**src/rtl/teclado_pkg.sv**
```systemverilog
// Shared types for the door-lock keypad controller: key codes, debounce
// states and the row/column to key code mapping.
package teclado_pkg;

    typedef enum logic [3:0] {
        KEY_0     = 4'd0,
        KEY_1     = 4'd1,
        KEY_2     = 4'd2,
        KEY_3     = 4'd3,
        KEY_4     = 4'd4,
        KEY_5     = 4'd5,
        KEY_6     = 4'd6,
        KEY_7     = 4'd7,
        KEY_8     = 4'd8,
        KEY_9     = 4'd9,
        KEY_CLEAR = 4'd10,
        KEY_ENTER = 4'd11,
        KEY_NONE  = 4'd12,
        KEY_MULTI = 4'd13
    } key_code_t;

    typedef enum logic {
        DEB_RELEASED = 1'b0,
        DEB_PRESSED  = 1'b1
    } deb_state_t;

    // Letter keys A-D fall through to KEY_NONE so they are never accepted.
    function automatic key_code_t map_key(input logic [1:0] row, input logic [1:0] col);
        key_code_t code;
        case ({row, col})
            4'h0:    code = KEY_1;
            4'h1:    code = KEY_2;
            4'h2:    code = KEY_3;
            4'h4:    code = KEY_4;
            4'h5:    code = KEY_5;
            4'h6:    code = KEY_6;
            4'h8:    code = KEY_7;
            4'h9:    code = KEY_8;
            4'hA:    code = KEY_9;
            4'hC:    code = KEY_CLEAR;
            4'hD:    code = KEY_0;
            4'hE:    code = KEY_ENTER;
            default: code = KEY_NONE;
        endcase
        return code;
    endfunction

    function automatic logic is_key(input key_code_t code);
        return code <= KEY_ENTER;
    endfunction

    function automatic logic is_digit(input key_code_t code);
        return code <= KEY_9;
    endfunction

endpackage

```
**src/rtl/teclado_scan.sv**
```systemverilog
// Matrix row scanner with per-scan key classification and a press/release
// debounce FSM; emits a one-cycle key_evt with the accepted key_code.
module teclado_scan
    import teclado_pkg::*;
#(
    parameter int SCAN_CYCLES    = 1000,
    parameter int DEBOUNCE_SCANS = 250
) (
    input  logic       clk,
    input  logic       rst,
    input  logic       en,
    input  logic [3:0] col,
    output logic [3:0] lin,
    output logic       key_evt,
    output key_code_t  key_code,
    output deb_state_t state
);

    localparam int CYC_W = $clog2(SCAN_CYCLES);
    localparam int DEB_W = $clog2(DEBOUNCE_SCANS + 1);

    logic [CYC_W-1:0] cyc;
    logic [1:0]       row;
    logic [1:0]       row_nx;
    logic [3:0]       col_q;
    logic [1:0]       acc_cnt;
    logic [1:0]       acc_cnt_nx;
    key_code_t        acc_code;
    key_code_t        acc_code_nx;
    key_code_t        cand_code;
    logic [DEB_W-1:0] match_cnt;
    logic [DEB_W-1:0] run;
    logic [DEB_W-1:0] rel_run;
    logic [2:0]       row_hits;
    logic [2:0]       total;
    key_code_t        row_code;
    key_code_t        scan_code;
    logic             sample;
    logic             scan_done;

    assign sample    = (cyc == CYC_W'(SCAN_CYCLES - 1));
    assign scan_done = sample && (row == 2'd3);
    assign row_nx    = sample ? row + 2'd1 : row;

    // Closed switches are counted across the whole scan so two keys on
    // different rows still classify as MULTI.
    always_comb begin
        row_hits = 3'd0;
        row_code = KEY_NONE;
        for (int c = 0; c < 4; c++) begin
            if (!col_q[c]) begin
                row_hits = row_hits + 3'd1;
                row_code = map_key(row, c[1:0]);
            end
        end
        total       = {1'b0, acc_cnt} + row_hits;
        acc_cnt_nx  = (total >= 3'd2) ? 2'd2 : total[1:0];
        acc_code_nx = (acc_cnt == 2'd0) ? row_code : acc_code;
        if (total == 3'd0) begin
            scan_code = KEY_NONE;
        end else if (total == 3'd1) begin
            scan_code = acc_code_nx;
        end else begin
            scan_code = KEY_MULTI;
        end
        run     = (match_cnt != '0 && scan_code == cand_code) ? match_cnt + 1'b1 : DEB_W'(1);
        rel_run = match_cnt + 1'b1;
    end

    always_ff @(posedge clk) begin
        if (rst) begin
            cyc       <= '0;
            row       <= 2'd0;
            lin       <= 4'b1110;
            col_q     <= 4'hF;
            acc_cnt   <= 2'd0;
            acc_code  <= KEY_NONE;
            cand_code <= KEY_NONE;
            match_cnt <= '0;
            state     <= DEB_RELEASED;
            key_evt   <= 1'b0;
            key_code  <= KEY_NONE;
        end else if (!en) begin
            // A key held across re-enable must be released before it counts.
            cyc       <= '0;
            row       <= 2'd0;
            lin       <= 4'b1111;
            col_q     <= col;
            acc_cnt   <= 2'd0;
            acc_code  <= KEY_NONE;
            match_cnt <= '0;
            state     <= DEB_PRESSED;
            key_evt   <= 1'b0;
        end else begin
            key_evt <= 1'b0;
            col_q   <= col;
            row     <= row_nx;
            lin     <= ~(4'b0001 << row_nx);
            cyc     <= sample ? '0 : cyc + 1'b1;
            if (sample) begin
                acc_cnt  <= scan_done ? 2'd0 : acc_cnt_nx;
                acc_code <= scan_done ? KEY_NONE : acc_code_nx;
            end
            if (scan_done) begin
                case (state)
                    DEB_RELEASED: begin
                        if (!is_key(scan_code)) begin
                            match_cnt <= '0;
                        end else if (run == DEB_W'(DEBOUNCE_SCANS)) begin
                            state     <= DEB_PRESSED;
                            match_cnt <= '0;
                            key_evt   <= 1'b1;
                            key_code  <= scan_code;
                        end else begin
                            match_cnt <= run;
                            cand_code <= scan_code;
                        end
                    end
                    DEB_PRESSED: begin
                        if (is_key(scan_code)) begin
                            match_cnt <= '0;
                        end else if (rel_run == DEB_W'(DEBOUNCE_SCANS)) begin
                            state     <= DEB_RELEASED;
                            match_cnt <= '0;
                        end else begin
                            match_cnt <= rel_run;
                        end
                    end
                    default: state <= DEB_RELEASED;
                endcase
            end
        end
    end

endmodule

```
**src/rtl/teclado_ctrl.sv**
```systemverilog
// Keypad controller: digit buffer, '#'/'*' handling and delivery routing to
// the operational or setup FSM. Define TECLADO_TIMEOUT_EN for entry timeout.
module teclado_ctrl
    import teclado_pkg::*;
#(
    parameter int SCAN_CYCLES    = 1000,
    parameter int DEBOUNCE_SCANS = 250,
    parameter int MAX_DIGITS     = 20,
    parameter int TIMEOUT_CYCLES = 250_000_000
) (
    input  logic                               clk,
    input  logic                               rst,
    input  logic                               teclado_en,
    input  logic                               setup_on,
    input  logic [3:0]                         matricial_col,
    output logic [3:0]                         matricial_lin,
    output logic [4*MAX_DIGITS-1:0]            digitos_value,
    output logic [$clog2(MAX_DIGITS+1)-1:0]    digitos_count,
    output logic                               op_valid,
    output logic                               setup_valid,
    output logic                               key_bip,
    output deb_state_t                         scan_state
);

    localparam int CNT_W = $clog2(MAX_DIGITS + 1);

    if (SCAN_CYCLES < 2 || DEBOUNCE_SCANS < 1 || MAX_DIGITS < 2 || TIMEOUT_CYCLES < 1) begin : g_bad_params
        $error("teclado_ctrl: invalid parameter set");
    end

    logic                    key_evt;
    key_code_t               key_code;
    logic                    setup_q;
    logic                    timeout_hit;
    logic                    clr;
    logic [4*MAX_DIGITS-1:0] base_value;
    logic [4*MAX_DIGITS-1:0] value_nx;
    logic [CNT_W-1:0]        base_count;
    logic [CNT_W-1:0]        count_nx;
    logic                    op_nx;
    logic                    setup_nx;
    logic                    bip_nx;

    teclado_scan #(
        .SCAN_CYCLES    (SCAN_CYCLES),
        .DEBOUNCE_SCANS (DEBOUNCE_SCANS)
    ) u_scan (
        .clk      (clk),
        .rst      (rst),
        .en       (teclado_en),
        .col      (matricial_col),
        .lin      (matricial_lin),
        .key_evt  (key_evt),
        .key_code (key_code),
        .state    (scan_state)
    );

`ifdef TECLADO_TIMEOUT_EN
    localparam int TO_W = $clog2(TIMEOUT_CYCLES + 1);
    logic [TO_W-1:0] to_cnt;

    assign timeout_hit = (to_cnt == TO_W'(TIMEOUT_CYCLES - 1)) && (digitos_count != '0) && !key_evt;

    always_ff @(posedge clk) begin
        if (rst || !teclado_en || key_evt || digitos_count == '0 || timeout_hit) begin
            to_cnt <= '0;
        end else begin
            to_cnt <= to_cnt + 1'b1;
        end
    end
`else
    assign timeout_hit = 1'b0;
`endif

    // A delivered entry, a consumer switch or a timeout empties the buffer
    // before this cycle's key event is applied.
    always_comb begin
        clr        = (setup_on != setup_q) || op_valid || setup_valid || timeout_hit;
        base_value = clr ? '0 : digitos_value;
        base_count = clr ? '0 : digitos_count;
        value_nx   = base_value;
        count_nx   = base_count;
        op_nx      = 1'b0;
        setup_nx   = 1'b0;
        bip_nx     = 1'b0;
        if (!teclado_en) begin
            value_nx = '0;
            count_nx = '0;
        end else if (key_evt) begin
            if (is_digit(key_code)) begin
                value_nx = {base_value[4*MAX_DIGITS-5:0], 4'(key_code)};
                count_nx = (base_count == CNT_W'(MAX_DIGITS)) ? base_count : base_count + 1'b1;
                bip_nx   = 1'b1;
            end else if (key_code == KEY_CLEAR) begin
                value_nx = '0;
                count_nx = '0;
                bip_nx   = 1'b1;
            end else if (key_code == KEY_ENTER && setup_on == setup_q && base_count != '0) begin
                op_nx    = !setup_on;
                setup_nx = setup_on;
                bip_nx   = 1'b1;
            end
        end
    end

    always_ff @(posedge clk) begin
        if (rst) begin
            digitos_value <= '0;
            digitos_count <= '0;
            op_valid      <= 1'b0;
            setup_valid   <= 1'b0;
            key_bip       <= 1'b0;
            setup_q       <= setup_on;
        end else begin
            digitos_value <= value_nx;
            digitos_count <= count_nx;
            op_valid      <= op_nx;
            setup_valid   <= setup_nx;
            key_bip       <= bip_nx;
            setup_q       <= setup_on;
        end
    end

endmodule

```
**config.mk**
```make
export PLATFORM = sky130hd
export DESIGN_NAME = teclado_ctrl
export DESIGN_NICKNAME = d
export VERILOG_FILES = /design/src/rtl/teclado_pkg.sv /design/src/rtl/teclado_scan.sv /design/src/rtl/teclado_ctrl.sv
export SDC_FILE = /design/constraint.sdc
export NUM_CORES = 1
export LEC_CHECK = 0
export BUFFER_PORTS_ARGS = -buffer_cell sky130_fd_sc_hd__buf_2
export CAP_MARGIN = 30
export CORE_MARGIN = 1.5
export CORE_UTILIZATION = 56
export CTS_CLUSTER_SIZE = 28
export DETAILED_ROUTE_END_ITERATION = 16
export GPL_TIMING_DRIVEN = 0
export MAX_ROUTING_LAYER = met4
export PLACE_DENSITY = 0.79
export SETUP_SLACK_MARGIN = 0.2
export SKIP_CTS_REPAIR_TIMING = 1
export SLEW_MARGIN = 10
export SYNTH_ARGS = -nofsm -noshare
export SYNTH_HDL_FRONTEND = slang
export SYNTH_HIERARCHICAL = 1
export SYNTH_SLANG_ARGS = --single-unit
```
**constraint.sdc**
```tcl
create_clock -name clk -period 4.6 [get_ports clk]
set_input_delay 0.46 -clock clk [delete_from_list [all_inputs] [get_ports clk]]
set_output_delay 0.46 -clock clk [all_outputs]
set_load 0.05 [all_outputs]
```
## Word level (Yosys, flattened, before mapping)

Index checks and enable logic that the tools add are counted.

- Bits in registers: 133
- Input port bits: 8
- Output and inout port bits: 93
- Word-level logic and storage cells: 114

- Add/subtract/negate cells: 8
- $lt $le $gt $ge: 3
- Eq/ne operators: 14
- Shift-type cells: 1
- Mux-type cells: 44
- Bitwise gates (word level): 7
- Reduce and logical (&&, ||, !) cells: 19

Operators by type and width:

| operator | number |
|---|---|
| 80-bit 2-to-1 mux | 4 |
| 4-bit one-hot mux with 4 select lines | 3 |
| 8-bit 2-to-1 mux | 5 |
| 4-bit 2-to-1 mux | 8 |
| 5-bit 2-to-1 mux | 5 |
| 8-bit == test (second input constant) | 2 |
| 8-bit one-hot mux with 2 select lines | 1 |
| 1-bit 2-to-1 mux | 11 |
| 10-bit by 1-bit adder with 10-bit output (second input constant) | 1 |
| 10-bit == test (second input constant) | 1 |
| 5-bit AND reduction | 2 |
| 3-bit 2-to-1 mux | 3 |
| 8-bit by 1-bit adder with 8-bit output (second input constant) | 1 |
| 4-bit == test (second input constant) | 2 |
| 4-bit less-or-equal comparator (second input constant) | 2 |
| 8-bit nonzero test | 1 |
| 3-bit by 1-bit adder with 3-bit output (second input constant) | 2 |
| 2-bit 2-to-1 mux | 3 |
| 1-bit NOT | 6 |
| 3-bit OR reduction | 2 |
| 6-bit OR reduction | 1 |
| 5-bit by 1-bit adder with 5-bit output (second input constant) | 1 |
| 5-bit == test (second input constant) | 1 |
| 5-bit nonzero test | 1 |
| 21 further kinds | 27 |

## Depth between registers and ports, before layout

- Depth after elaboration: 20
- Mapped depth: 15
- Depth with buffers taken out: 14

## Cells and area by module

Netlist, hierarchy kept.

Modules (own cells, without submodules):

| module | instances | cells an instance | area an instance (um2) | seq. area each (um2) |
|---|---|---|---|---|
| teclado_ctrl | 1 | 332 | 3185.6 | 1781.7 |
| teclado_scan | 1 | 311 | 2626.3 | 880.8 |

## Least setup slack after synthesis

Ideal clock, no wire load.

- Path kind: flip-flop to flip-flop
- From: register u_scan.col_q[1]
- To: register u_scan.key_code[0]
- Library setup time: 0.123 ns
- Arrival time: 3.586 ns
- Required time: 4.477 ns
- Setup slack: 0.890 ns
- Cell stages (with the launch flop): 15
- Path buffers: 1
- Period minus slack after synthesis: 3.710 ns
- Path through: dfxtp_1 -> inv_1 -> ha_1 -> xnor2_1 -> ha_1 -> mux2_2 -> fa_1 -> xnor3_1 -> nand2_1 -> a311oi_1 -> xor2_1 -> and3_1 -> buf_6 -> nand3_2 -> mux2_1

- Cells in the longest elaborated chain, start to end: 14
- Elaborated cells on any way between the ends: 20
- Classes of those cells: 3 x add/sub; 1 x order compare; 3 x eq/ne; 10 x mux; 3 x reduce/logical

RTL lines:

| item | RTL line | RTL |
|---|---|---|
| start: declaration | teclado_scan.sv:25 | `logic [3:0] col_q;` |
| start signal: assignment | teclado_scan.sv:88 | `col_q <= col;` |
| start signal: assignment | teclado_scan.sv:96 | `col_q <= col;` |
| 3-bit 2-to-1 mux | teclado_scan.sv:51 | `if (!col_q[c]) begin` |
| 3-bit by 1-bit adder with 3-bit output | teclado_scan.sv:52 | `row_hits = row_hits + 3'd1;` |
| 3-bit 2-to-1 mux | teclado_scan.sv:51 |  |
| 3-bit by 1-bit adder with 3-bit output | teclado_scan.sv:52 |  |
| 3-bit 2-to-1 mux | teclado_scan.sv:51 |  |
| 2-bit by 3-bit adder with 3-bit output | teclado_scan.sv:56 | `total = {1'b0, acc_cnt} + row_hits;` |
| 3-bit by 1-bit == test with 1-bit output | teclado_scan.sv:61 | `end else if (total == 3'd1) begin` |
| 4-bit 2-to-1 mux | teclado_scan.sv:61 |  |
| 4-bit 2-to-1 mux (*) | teclado_scan.sv:59 | `if (total == 3'd0) begin` |
| 4-bit == test | teclado_scan.sv:66 | `run = (match_cnt != '0 && scan_code == cand_code) ? match_cnt + 1'b1 : DEB_W'(1);` |
| 1-bit logical AND | teclado_scan.sv:66 |  |
| 8-bit 2-to-1 mux | teclado_scan.sv:66 |  |
| 8-bit == test | teclado_scan.sv:109 | `end else if (run == DEB_W'(DEBOUNCE_SCANS)) begin` |
| 5-bit AND reduction (no line) | -- |  |
| end signal: assignment | teclado_scan.sv:113 | `key_code <= scan_code;` |
| end: declaration | teclado_scan.sv:15 | `output key_code_t key_code,` |

Every way passes the cells marked *; elsewhere a longest branch is shown, timed or not.
A chain may end at the register's enable or synchronous reset.

## Worst setup path after layout

Ends and elaborated chain as after synthesis.

==> results.yml <==
status:
  status: "finished clean"
cts:
  cts_inserted_buffers: 17
  clock_sinks: 133
  cts_tree: "done"
  cts.htree.levels: 4
  clockRootBuffer: "clkbuf_8"
  clkTransAtPathRegs_ps: 60
  clockBufferDepth: 2
  insertion_delay_ps: 530
routing:
  via_count: 5282
  viasPerCell: 5.792
  post_drt_wl_per_cell_um: 15.41
  drt-initial-drc-count: 398
  wl_um: 14060
  drc: 0
  postRouteAntennaNets: 0
  drtPass1Iterations: 5
sta:
  setup-violations-final: 0
  tightest_slew_ps: 521.7
  rsz0062_at_grt: "no"
  skew_ps: 9.888
  relSlewSlack_pct: 64.90
  setup_slack_ps: 431.4
  clock.fmax_ghz: 0.2399
  slew_violations: 0
  fin_crit_ps: 4169
  whs_ps: 120.7
  tns_ps: 0
  final-hold-violation-count: 0
  fin_crit_sh_pct: 90.62
setup_path:
  rr_worst_depth: 14
  timing.rr.end: "u_scan/key_code[0]$_SDFFE_PP0P_"
  critPathCaptureType: "register"
  r2r-start: "u_scan/col_q[1]$_SDFF_PP1_"
  setup.worst_path.start_class: "register"
  rrSetupSlack_ps: 430
  worstSetupPathType: "register to register"
  cp_data_arrival_time_ps: 4580
  cp.required_ps: 5010
  worstPathMaxFanout: 9
pwr:
  power.total_mw: 2.553
  irDropWorstVdd_mv: 0.2548
  power_density_nw_per_um2: 361.8
  leakage_nw: 2.822
min_path:
  hold_path_class: "input pin to register"
  hold_path.startpoint: "matricial_col[0]"
  holdPathStages: 2
  min_to: "u_scan/col_q[0]$_SDFF_PP1_"
floorplanning:
  initial_utilization_pct: 57.06
  io_pins: 101
  fp.dieW_um: 104.9
  num_rows: 37
  die_area_um2: 11000
  core_area_um2: 10180
  die_h_um: 104.9
global_route:
  grt_max_degree: 17
  overflow: 0
  track_usage_pct: 26.92
  grt_pass1_vias: 4960
  grt_pass1_wl_um: 23560
  antenna_found_initial: 0
synthesis:
  synth.distinct_cells: 70
  yosys_warnings: 6
  synthArstFlopShare_pct: 0
  avgSynthCellArea_um2: 9.039
  netlist_area_um2: 5812
  synth_largest_area_cell: "dfxtp_1"
  syn-instance-count: 643
  synth_top_area_share_pct: 45.81
  ys_top_cells_by_area: "dfxtp_1 (46%), a22oi_1 (10%), nor2_1 (7.9%)"
  ys_ff_latch: 133
  seq_area_frac_synth_pct: 45.81
  synth_fp_nets: 666
  synth_edf_count: 0
  ys_dominant_reg_cell: "dfxtp_1"
layout:
  nets: 786
  drive_above_1_share_pct: 22.55
  antenna_cells: 0
  final_common_cell: "dfxtp_1"
  final_cell_mix: "dfxtp_1 (133), nor2_1 (123), buf_2 (118), a22oi_1 (78), nand2_1 (23)"
  syn2layout_area_growth_pct: 21.40
  nFillCells: 779
place:
  place_ws_ps: 447.7
  port_buffers: 100
  hpwl_um: 9946
  routabilityCongestion: 0.9287
job:
  max-cap-violations: 0
==> critical path, stage by stage (launching register included) <==
cell      delay, ps
dfxtp_1         490
inv_1            80
ha_1            310
xnor2_1         250
ha_1            280
mux2_2          270
fa_1            360
xnor3_1         440
nand2_1         120
a311oi_2        280
xor2_1          280
and3_1          230
buf_6           140
nand3_2         150
mux2_1          370
==> sequential cells by signal, indices dropped and copies added (netlist names), 2 cells and up <==
name              cells
u_scan/key_code       4
u_scan/row            2
u_scan/col_q          4
u_scan/cyc           10
digitos_count         5
u_scan/acc_code       4
u_scan/match_cnt      8
u_scan/acc_cnt        2
u_scan/lin            4
digitos_value        80
u_scan/cand_code      4
==> synthesized netlist by cell type (3+ instances only) <==
cell / n
inv_1: 21
and2_1: 3
mux2i_1: 9
buf_6: 3
and3_1: 9
a32oi_1: 6
clkbuf_1: 20
nand3b_1: 4
xnor2_1: 7
nor3_1: 12
o21ai_0: 14
or3_1: 6
a31oi_1: 6
nand4b_1: 4
nand3_1: 17
or2_2: 5
dfxtp_1: 133
nand4_1: 7
nand2_1: 23
o21a_1: 4
xor2_1: 8
nor2b_1: 8
a22oi_1: 78
a21oi_1: 13
nand2b_1: 11
ha_1: 14
buf_2: 18
nor2_1: 123
nor4_1: 6
==> metrics by stage <==
step | area [um2] | cells | utilization, %
2_1_floorplan | 5812 | 643 | -
3_3_place_gp | 6482 | 879 | 63.65
3_5_place_dp | 6482 | 879 | 63.65
4_1_cts | 7044 | 911 | 69.16
5_1_grt | 7056 | 912 | 69.28
6_report | 7056 | 912 | 69.28
==> cell families (layout without fill, tap and decap cells) <==
family                   after synthesis  after routing  synth area share, %
AND/OR/NAND/NOR                      252            252                21.31
AO/OA/AOI/OAI                        152            152                19.61
flip-flops                           133            133                45.81
buffers and inverters                 62            195                4.779
XOR/XNOR                              17             17                2.928
adder cells (fa/ha/maj)               15             15                3.358
multiplexers                          12             12                2.196
==> layout make-up <==
class | instances | area (um2) | area share (%)
tap | 136 | 170.2 | 2.412
multi-input combinational | 448 | 2878 | 40.79
inverter | 21 | 78.83 | 1.117
timing repair buffer | 101 | 505.5 | 7.164
clock inverter | 14 | 133.9 | 1.897
sequential | 133 | 2663 | 37.74
buffer | 41 | 198.9 | 2.820
clock buffer | 18 | 427.9 | 6.065
==> power breakdown <==
| group | switching, mW | internal (mW) | leakage [nW] |
|---|---|---|---|
| sequential | 0.00535 | 1.16 | 1.07 |
| clock | 0.571 | 0.704 | 0.269 |
| combinational | 0.0758 | 0.0413 | 1.48 |
==> metal layers <==
metal	track usage, %	vias up	wire [um]
met5	-	-	0
met4	10.27	0	235
met3	4.991	25	735
met2	43.04	176	6849
met1	33.93	2536	6237
li1	-	2545	-
==> how the worst max path moves through the flow <==
stage	start	endpoint	cells after the start
after CTS	u_scan/col_q[1]$_SDFF_PP1_	u_scan/key_code[0]$_SDFFE_PP0P_	14
after global placement	u_scan/col_q[1]$_SDFF_PP1_	u_scan/key_code[0]$_SDFFE_PP0P_	14
after detailed placement	u_scan/col_q[1]$_SDFF_PP1_	u_scan/key_code[0]$_SDFFE_PP0P_	14
after floorplan	u_scan/col_q[1]$_SDFF_PP1_	u_scan/key_code[0]$_SDFFE_PP0P_	14
final	u_scan/col_q[1]$_SDFF_PP1_	u_scan/key_code[0]$_SDFFE_PP0P_	14
after global routing	u_scan/col_q[1]$_SDFF_PP1_	u_scan/key_code[0]$_SDFFE_PP0P_	14
No activity file was read; power rests on OpenSTA's default activity.
